**src/rtl/sticky_bit_gen.sv**
```systemverilog
// Sticky-bit generator: OR-reduces the discarded mantissa product bits through a
// grouped tree, with a combinational flag and a valid-qualified registered copy.
module sticky_bit_gen #(
    parameter int WIDTH = 23,
    parameter int GROUP = 4
) (
    input  logic                                 clk,
    input  logic                                 rst,
    input  logic [WIDTH-1:0]                     leastbits,
    input  logic                                 valid_in,
    output logic                                 sticky,
    output logic                                 sticky_q,
    output logic                                 valid_out,
    output logic [(WIDTH+GROUP-1)/GROUP-1:0]     group_nz
);

    localparam int NGRP = (WIDTH + GROUP - 1) / GROUP;

    logic sticky_q_d;
    logic valid_out_d;

    // Leaf groups start at bit 0; the last group takes whatever upper bits remain.
    for (genvar g = 0; g < NGRP; g++) begin : g_leaf
        localparam int LO = g * GROUP;
        localparam int HI = ((LO + GROUP) > WIDTH) ? (WIDTH - 1) : (LO + GROUP - 1);
        assign group_nz[g] = |leastbits[HI:LO];
    end

    assign sticky = |group_nz;

    always_comb begin
        valid_out_d = valid_in;
        sticky_q_d  = valid_in ? sticky : sticky_q;
    end

    // Stage 0 -> 1: result only advances on valid operands; reset drops both flags at once.
    always_ff @(posedge clk or posedge rst) begin
        if (rst) begin
            sticky_q  <= 1'b0;
            valid_out <= 1'b0;
        end else begin
            sticky_q  <= sticky_q_d;
            valid_out <= valid_out_d;
        end
    end

endmodule

```
**config.mk**
```make
export PLATFORM = sky130hd
export DESIGN_NAME = sticky_bit_gen
export DESIGN_NICKNAME = d
export VERILOG_FILES = /design/src/rtl/sticky_bit_gen.sv
export SDC_FILE = /design/constraint.sdc
export NUM_CORES = 1
export LEC_CHECK = 0
export CORE_AREA = 2 2 39 41
export DETAILED_ROUTE_END_ITERATION = 7
export DIE_AREA = 0 0 41 43
export GPL_TIMING_DRIVEN = 1
export MAX_ROUTING_LAYER = met4
export PLACE_DENSITY_LB_ADDON = 0.1
export SETUP_SLACK_MARGIN = 0.02
export SLEW_MARGIN = 20
export SYNTH_ARGS = -nofsm -noshare
export SYNTH_HDL_FRONTEND = slang
export SYNTH_SLANG_ARGS = --single-unit
```
**constraint.sdc**
```tcl
create_clock -name clk -period 1.4 [get_ports clk]
set_input_delay 0.28 -clock clk [delete_from_list [all_inputs] [get_ports clk]]
set_output_delay 0.28 -clock clk [all_outputs]
set_load 0.05 [all_outputs]
```
Word-level counts from Yosys, hierarchy flattened
Cells that the tools add are included.
{ "op_classes": {"add_sub_neg": 0, "n_mul": 0, "div_mod_pow": 0, "n_lt_le_gt_ge": 0, "eq_ne": 0, "n_shift": 0, "muxes": 0, "n_bitwise": 0, "n_reduce_logical": 7} }
{ "ops": {"columns": ["cell", "count"], "rows": [
  ["23-bit OR reduction", 1],
  ["4-bit OR reduction", 5],
  ["3-bit OR reduction", 1]
]} }
{ "totals": {"reg_bits": 2, "latchBits": 0, "ram_bits": 0, "romBits": 0, "output_inout_bits": 9, "mem_count": 0} }

Longest topological paths before layout
Gate-level depths: netlist of run 1.
{ "depth": {"depth_word": 1, "ltp_mapped": 3, "ltp_nobuf": 3} }

Worst setup path after synthesis of run 1
OpenSTA, ideal clock, no wires.
{ "synth_path": {"path_type": "input to output", "startpoint": "in leastbits[13]", "endpoint": "out sticky", "arrival_time_ps": 1681, "path_slack_ps": -561, "path_stages": 3, "n_path_buf": 0, "path_cell_list": "or4_1 > nor4_2 > nand2_1"} }
{ "synth_between": {"elab_chain_cells": 1} }
{ "synth_lines": {"columns": ["item", "line_no", "rtl"], "rows": [
  ["start: declaration", "9", "input logic [WIDTH-1:0] leastbits,"],
  ["23-bit OR reduction", "29", "assign sticky = |group_nz;"],
  ["end: declaration", "11", "output logic sticky,"]
]} }
Every way passes these cells.

Worst setup path after layout of run 1
{ "layout_path": {"startpoint": "in leastbits[15]", "endpoint": "out sticky"} }
The elaborated chain is that of the path after synthesis.

==> results.sh, run 1 <==
export IMPL_status="finished, violations left"
export IMPL_violations="negative setup slack"
export IMPL_overflow=0
export IMPL_cts_sinks=2
export IMPL_final_setup_worst_slack_ns=-0.389
export IMPL_worstPathArrival_ns=1.51
export IMPL_synthAdderAreaFrac_pct=0
export IMPL_fin_cells=71
export IMPL_grt_use_total_pct=9.72
export IMPL_die_area_mm2=0.00176
export IMPL_rows=14
export IMPL_vias=286
export IMPL_slowest_stage="or4_4"
export IMPL_critPathMaxStageDelay_ns=0.55
export IMPL_gp_congestion=0.612
export IMPL_cts_max_path_buffers=2
export IMPL_hold_viol=0
export IMPL_io_buffer_count=34
export IMPL_p_per_area_mw_per_mm2=500
export IMPL_hp_class="input pin to async pin"
export IMPL_maxCapViolCount=0
export IMPL_dp_slack_ns=-0.727
export IMPL_cts_buffers=3
export IMPL_holdBufCountCts=0
export IMPL_layout_nets=83
export IMPL_setup_viol=4
export IMPL_grt_max_degree=4
export IMPL_vdd_drop_max_mv=0.111
export IMPL_cts_root_buffer="clkbuf_4"
export IMPL_synth_top_family_by_area="simple AND/OR/NAND/NOR gates"
export IMPL_fin_tns_setup_ns=-0.543
export IMPL_drc=0
export IMPL_start_util_pct=10.0
export IMPL_criticalPathCategory="input pin to primary output"
export IMPL_antenna_found_initial=0
export IMPL_ant_nets=0
export IMPL_dr_pass1_iters=2
export IMPL_clock_latency_ns=0.22
export IMPL_placed_cells=66
export IMPL_vias_per_cell=4.03
export IMPL_mostFrequentLayoutCell="buf_6"
export IMPL_synthCells=14
export IMPL_fin_crit_sh_pct=128
export IMPL_io_pins=35
export IMPL_slew_violations=0
export IMPL_layout_common_cells="8 x buf_6, 7 x clkdlybuf4s15_1, 6 x buf_2, 6 x buf_8, 5 x or4_4"
export IMPL_ff_latch_area_um2=50.0
export IMPL_maxSlewHeadroom_pct=80.8
export IMPL_leakagePower_nw=0.297
export IMPL_yosys_cell_types_count=9
export IMPL_diodes=0
export IMPL_worst_setup_path_start_kind="input pin"
export IMPL_synth_area_um2=139
export IMPL_worstPathCellList="buf_6 -> or4_4 -> nor4_4 -> nand2_4 -> buf_8"
export IMPL_drtIter0Drc=1
export IMPL_core_area_mm2=0.00138
export IMPL_crit_fanout=2
export IMPL_p_total_uw=302
export IMPL_synth_warnings=0
export IMPL_path_clk_slew_ns=0.03
export IMPL_multi_input_area_um2=121
export IMPL_ff2ff_setup_slack_ns=0.72
export IMPL_routedWlPerCell_um=11.3
export IMPL_fillers=135
export IMPL_htreeDepth=1
export IMPL_critPathRequiredTime_ns=1.12
export IMPL_fin_util_pct=43.7
export IMPL_maxClockFrequency_ghz=0.559
export IMPL_avgSynthCellArea_um2=9.92
export IMPL_area_delta_synth_final_pct=335
export IMPL_finClkSkew_ns=0
export IMPL_grt_pass1_vias=283
export IMPL_die_h_um=43
export IMPL_endpoint_kind="primary output"
export IMPL_die_w_um=41
export IMPL_rsz0062_at_grt="true"
export IMPL_synth_xor_area_share_pct=0
export IMPL_ys_seq_elements=2
export IMPL_synthesis_nets=40
export IMPL_synth_simple_area_share_pct=56.8
export IMPL_synth_compound_area_share_pct=4.50
export IMPL_synth_mux_area_share_pct=0
export IMPL_fin_crit_ns=1.79
export IMPL_grt_pass1_wl_mm=1.14
export IMPL_tightestPinTransition_ns=0.286
export IMPL_drive_above_1_share_pct=72.7
export IMPL_cts_tree="done"
export IMPL_finalWirelength_um=799
export IMPL_ys_seq_area_share_pct=36.0
## timing repair
item,in CTS,in global routing
setup buffers,1,2
pin swaps,9,8
endpoints found under the setup margin,8,8
resized for setup,66,17
## final timing paths
kind	startpoint	end	cells after the start
min in group clk	leastbits[22]	sticky_q	5
min	rst	valid_out	2
max reg2reg	sticky_q	sticky_q	2
min reg2reg	sticky_q	sticky_q	2
max in group asynchronous	rst	sticky_q	2
max	leastbits[15]	sticky	5
## cell families (layout without fill, tap and decap cells)
group / after synthesis / count (layout)
flip-flops: 2 / 2
AO/OA/AOI/OAI: 1 / 1
buffers and inverters: 1 / 42
AND/OR/NAND/NOR: 10 / 10
## critical path, delay by kind of cell
family                 cells  cell delay (ns)
buffers and inverters      2             0.24
AND/OR/NAND/NOR            3             0.99
## state kept, by name (all words and copies together) (netlist names)
signal / count
sticky_q: 1
valid_out: 1
## per-layer routing
layer | track usage, % | routed length, um
met5 | - | 0
met4 | 6.00 | 0
met3 | 0.524 | 49
met2 | 17.2 | 505
met1 | 9.49 | 245
## cell usage after synthesis
master	count	share of area, %
nor2_1	2	5.4
or4_4	3	24
inv_1	1	2.7
dfrtp_1	2	36
nand2_1	1	2.7
or3_1	1	4.5
nor4_2	1	9.0
or4_1	2	11
a31oi_1	1	4.5
## layout make-up
class                   count  share of cell area, %
repair buffers             38                   64.0
multi-input cells          11                   20.1
flip-flops and latches      2                   8.28
clock buffers               3                   3.73
well taps                  16                   3.31
inverters                   1                  0.621
## metrics by stage
| stage | hold slack (ns) | area [um2] |
|---|---|---|
| detailed placement | 0.451 | 541 |
| global route | 0.253 | 604 |
| floorplan | 0.0212 | 163 |
| global placement | 0.439 | 541 |
| CTS | 0.212 | 566 |
| finish | 0.214 | 604 |
## where the power goes
group          internal, mW  total, mW  switching [mW]
logic                0.0713      0.117          0.0454
clock network        0.0943      0.124          0.0301
registers            0.0598     0.0610         0.00119
(Power assumes the default switching activity.)
==> run 2, diff against run 1 <==
--- a/config.mk
+++ b/config.mk
@@ -8,7 +8,7 @@
 export CORE_AREA = 2 2 39 41
 export DETAILED_ROUTE_END_ITERATION = 7
 export DIE_AREA = 0 0 41 43
-export GPL_TIMING_DRIVEN = 1
+export GPL_TIMING_DRIVEN = 0
 export MAX_ROUTING_LAYER = met4
 export PLACE_DENSITY_LB_ADDON = 0.1
 export SETUP_SLACK_MARGIN = 0.02
==> results.sh, run 2 (synthesis results as in run 1) <==
export IMPL_mostFrequentLayoutCell="buf_6"
export IMPL_path_clk_slew_ns=0.03
export IMPL_setup_viol=5
export IMPL_drc=0
export IMPL_cts_root_buffer="clkbuf_4"
export IMPL_grt_pass1_wl_mm=1.27
export IMPL_drtIter0Drc=1
export IMPL_ff2ff_setup_slack_ns=0.76
export IMPL_maxSlewHeadroom_pct=67.7
export IMPL_finClkSkew_ns=0
export IMPL_wl_met3_um=64
export IMPL_p_total_uw=296
export IMPL_dr_pass1_iters=4
export IMPL_io_buffer_count=34
export IMPL_fin_crit_ns=1.80
export IMPL_criticalPathCategory="input pin to primary output"
export IMPL_fin_cells=71
export IMPL_cts_buffers=3
export IMPL_rsz0062_at_grt="true"
export IMPL_placed_area_um2=523
export IMPL_p_per_area_mw_per_mm2=521
export IMPL_layout_common_cells="8 x buf_6, 7 x clkdlybuf4s15_1, 6 x buf_2"
export IMPL_design_area_um2=568
export IMPL_slew_violations=0
export IMPL_finalWirelength_um=812
export IMPL_wl_met2_um=519
export IMPL_violations="negative setup slack"
export IMPL_fin_hold_ws_ns=0.214
export IMPL_rows=14
export IMPL_vdd_drop_max_mv=0.134
export IMPL_vias=285
export IMPL_die_area_mm2=0.00176
export IMPL_reg_top3="sticky_q x1, valid_out x1"
export IMPL_start_util_pct=10.0
export IMPL_fin_util_pct=41.0
export IMPL_drive_above_1_share_pct=70.9
export IMPL_wl_met1_um=228
export IMPL_cts_sinks=2
export IMPL_status="finished, violations left"
export IMPL_hp_class="input pin to async pin"
export IMPL_vias_per_cell=4.01
export IMPL_htreeDepth=1
export IMPL_crit_fanout=2
export IMPL_ant_nets=0
export IMPL_maxClockFrequency_ghz=0.556
export IMPL_place_hpwl_um=662
export IMPL_fin_crit_sh_pct=129
export IMPL_die_w_um=41
export IMPL_worstPathArrival_ns=1.52
export IMPL_cts_tree="done"
export IMPL_maxCapViolCount=0
export IMPL_area_delta_synth_final_pct=309
export IMPL_worst_setup_path_start_kind="input pin"
export IMPL_critPathRequiredTime_ns=1.12
export IMPL_tightestPinTransition_ns=0.486
export IMPL_routed_top_layer="met3"
export IMPL_core_area_mm2=0.00138
export IMPL_grt_max_degree=4
export IMPL_routedWlPerCell_um=11.4
export IMPL_overflow=0
export IMPL_final_setup_worst_slack_ns=-0.400
export IMPL_hold_viol=0
export IMPL_leakagePower_nw=0.280
export IMPL_gp_congestion=0.603
export IMPL_cts_max_path_buffers=2
export IMPL_placed_cells=64
export IMPL_antenna_found_initial=0
export IMPL_layout_nets=83
export IMPL_die_h_um=43
export IMPL_io_pins=35
export IMPL_dp_slack_ns=-1.27
export IMPL_endpoint_kind="primary output"
export IMPL_clock_latency_ns=0.22
export IMPL_grt_use_total_pct=11.0
export IMPL_diodes=0
export IMPL_fin_tns_setup_ns=-0.777
export IMPL_grt_pass1_vias=326
==> run 2: changes by cell type in the layout (fill, tap and decap cells not counted), sizes merged <==
cell / previous run / this run
dlygate4sd2: 1 / 2
clkbuf: 6 / 8
buf: 25 / 22
==> run 2: cell type report <==
type / count / area (um2)
fill: 143 / 816
sequential: 2 / 50.0
clock buffer: 3 / 22.5
multi-input combinational: 11 / 121
inverter: 1 / 3.75
tap: 16 / 20.0
timing repair buffer: 38 / 350
==> run 2: path summary, 6_finish.rpt <==
| path | startpoint | to | cells after the start |
|---|---|---|---|
| worst min register to register | sticky_q | sticky_q | 2 |
| worst max-delay path | leastbits[14] | sticky | 5 |
| min in group clk | sticky_q | sticky_q | 2 |
| max in group asynchronous | rst | valid_out | 2 |
| worst max register to register | sticky_q | sticky_q | 2 |
| worst min-delay path | rst | sticky_q | 2 |
==> run 2: metal layers <==
| metal | vias to the layer above | track usage [%] |
|---|---|---|
| li1 | 138 | - |
| met1 | 130 | 11.4 |
| met2 | 17 | 18.1 |
| met3 | 0 | 0.524 |
| met4 | 0 | 8.00 |
| met5 | - | - |
==> run 2: repair_timing <==
item	4_1_cts	5_1_grt
pin swaps	9	7
endpoints found under the setup margin	10	10
hold buffers	0	0
resized for setup	110	15
buffers inserted	4	0
==> run 2: critical path, stage by stage <==
cell     delay (ns)
buf_6          0.09
or4_4          0.55
nor4_4         0.37
nand2_4        0.08
buf_8          0.15
==> run 2: report_power, final <==
| part | switching (mW) | internal (mW) | total (mW) |
|---|---|---|---|
| Sequential | 0.000311 | 0.0597 | 0.0600 |
| Combinational | 0.0447 | 0.0654 | 0.110 |
| Clock | 0.0317 | 0.0944 | 0.126 |
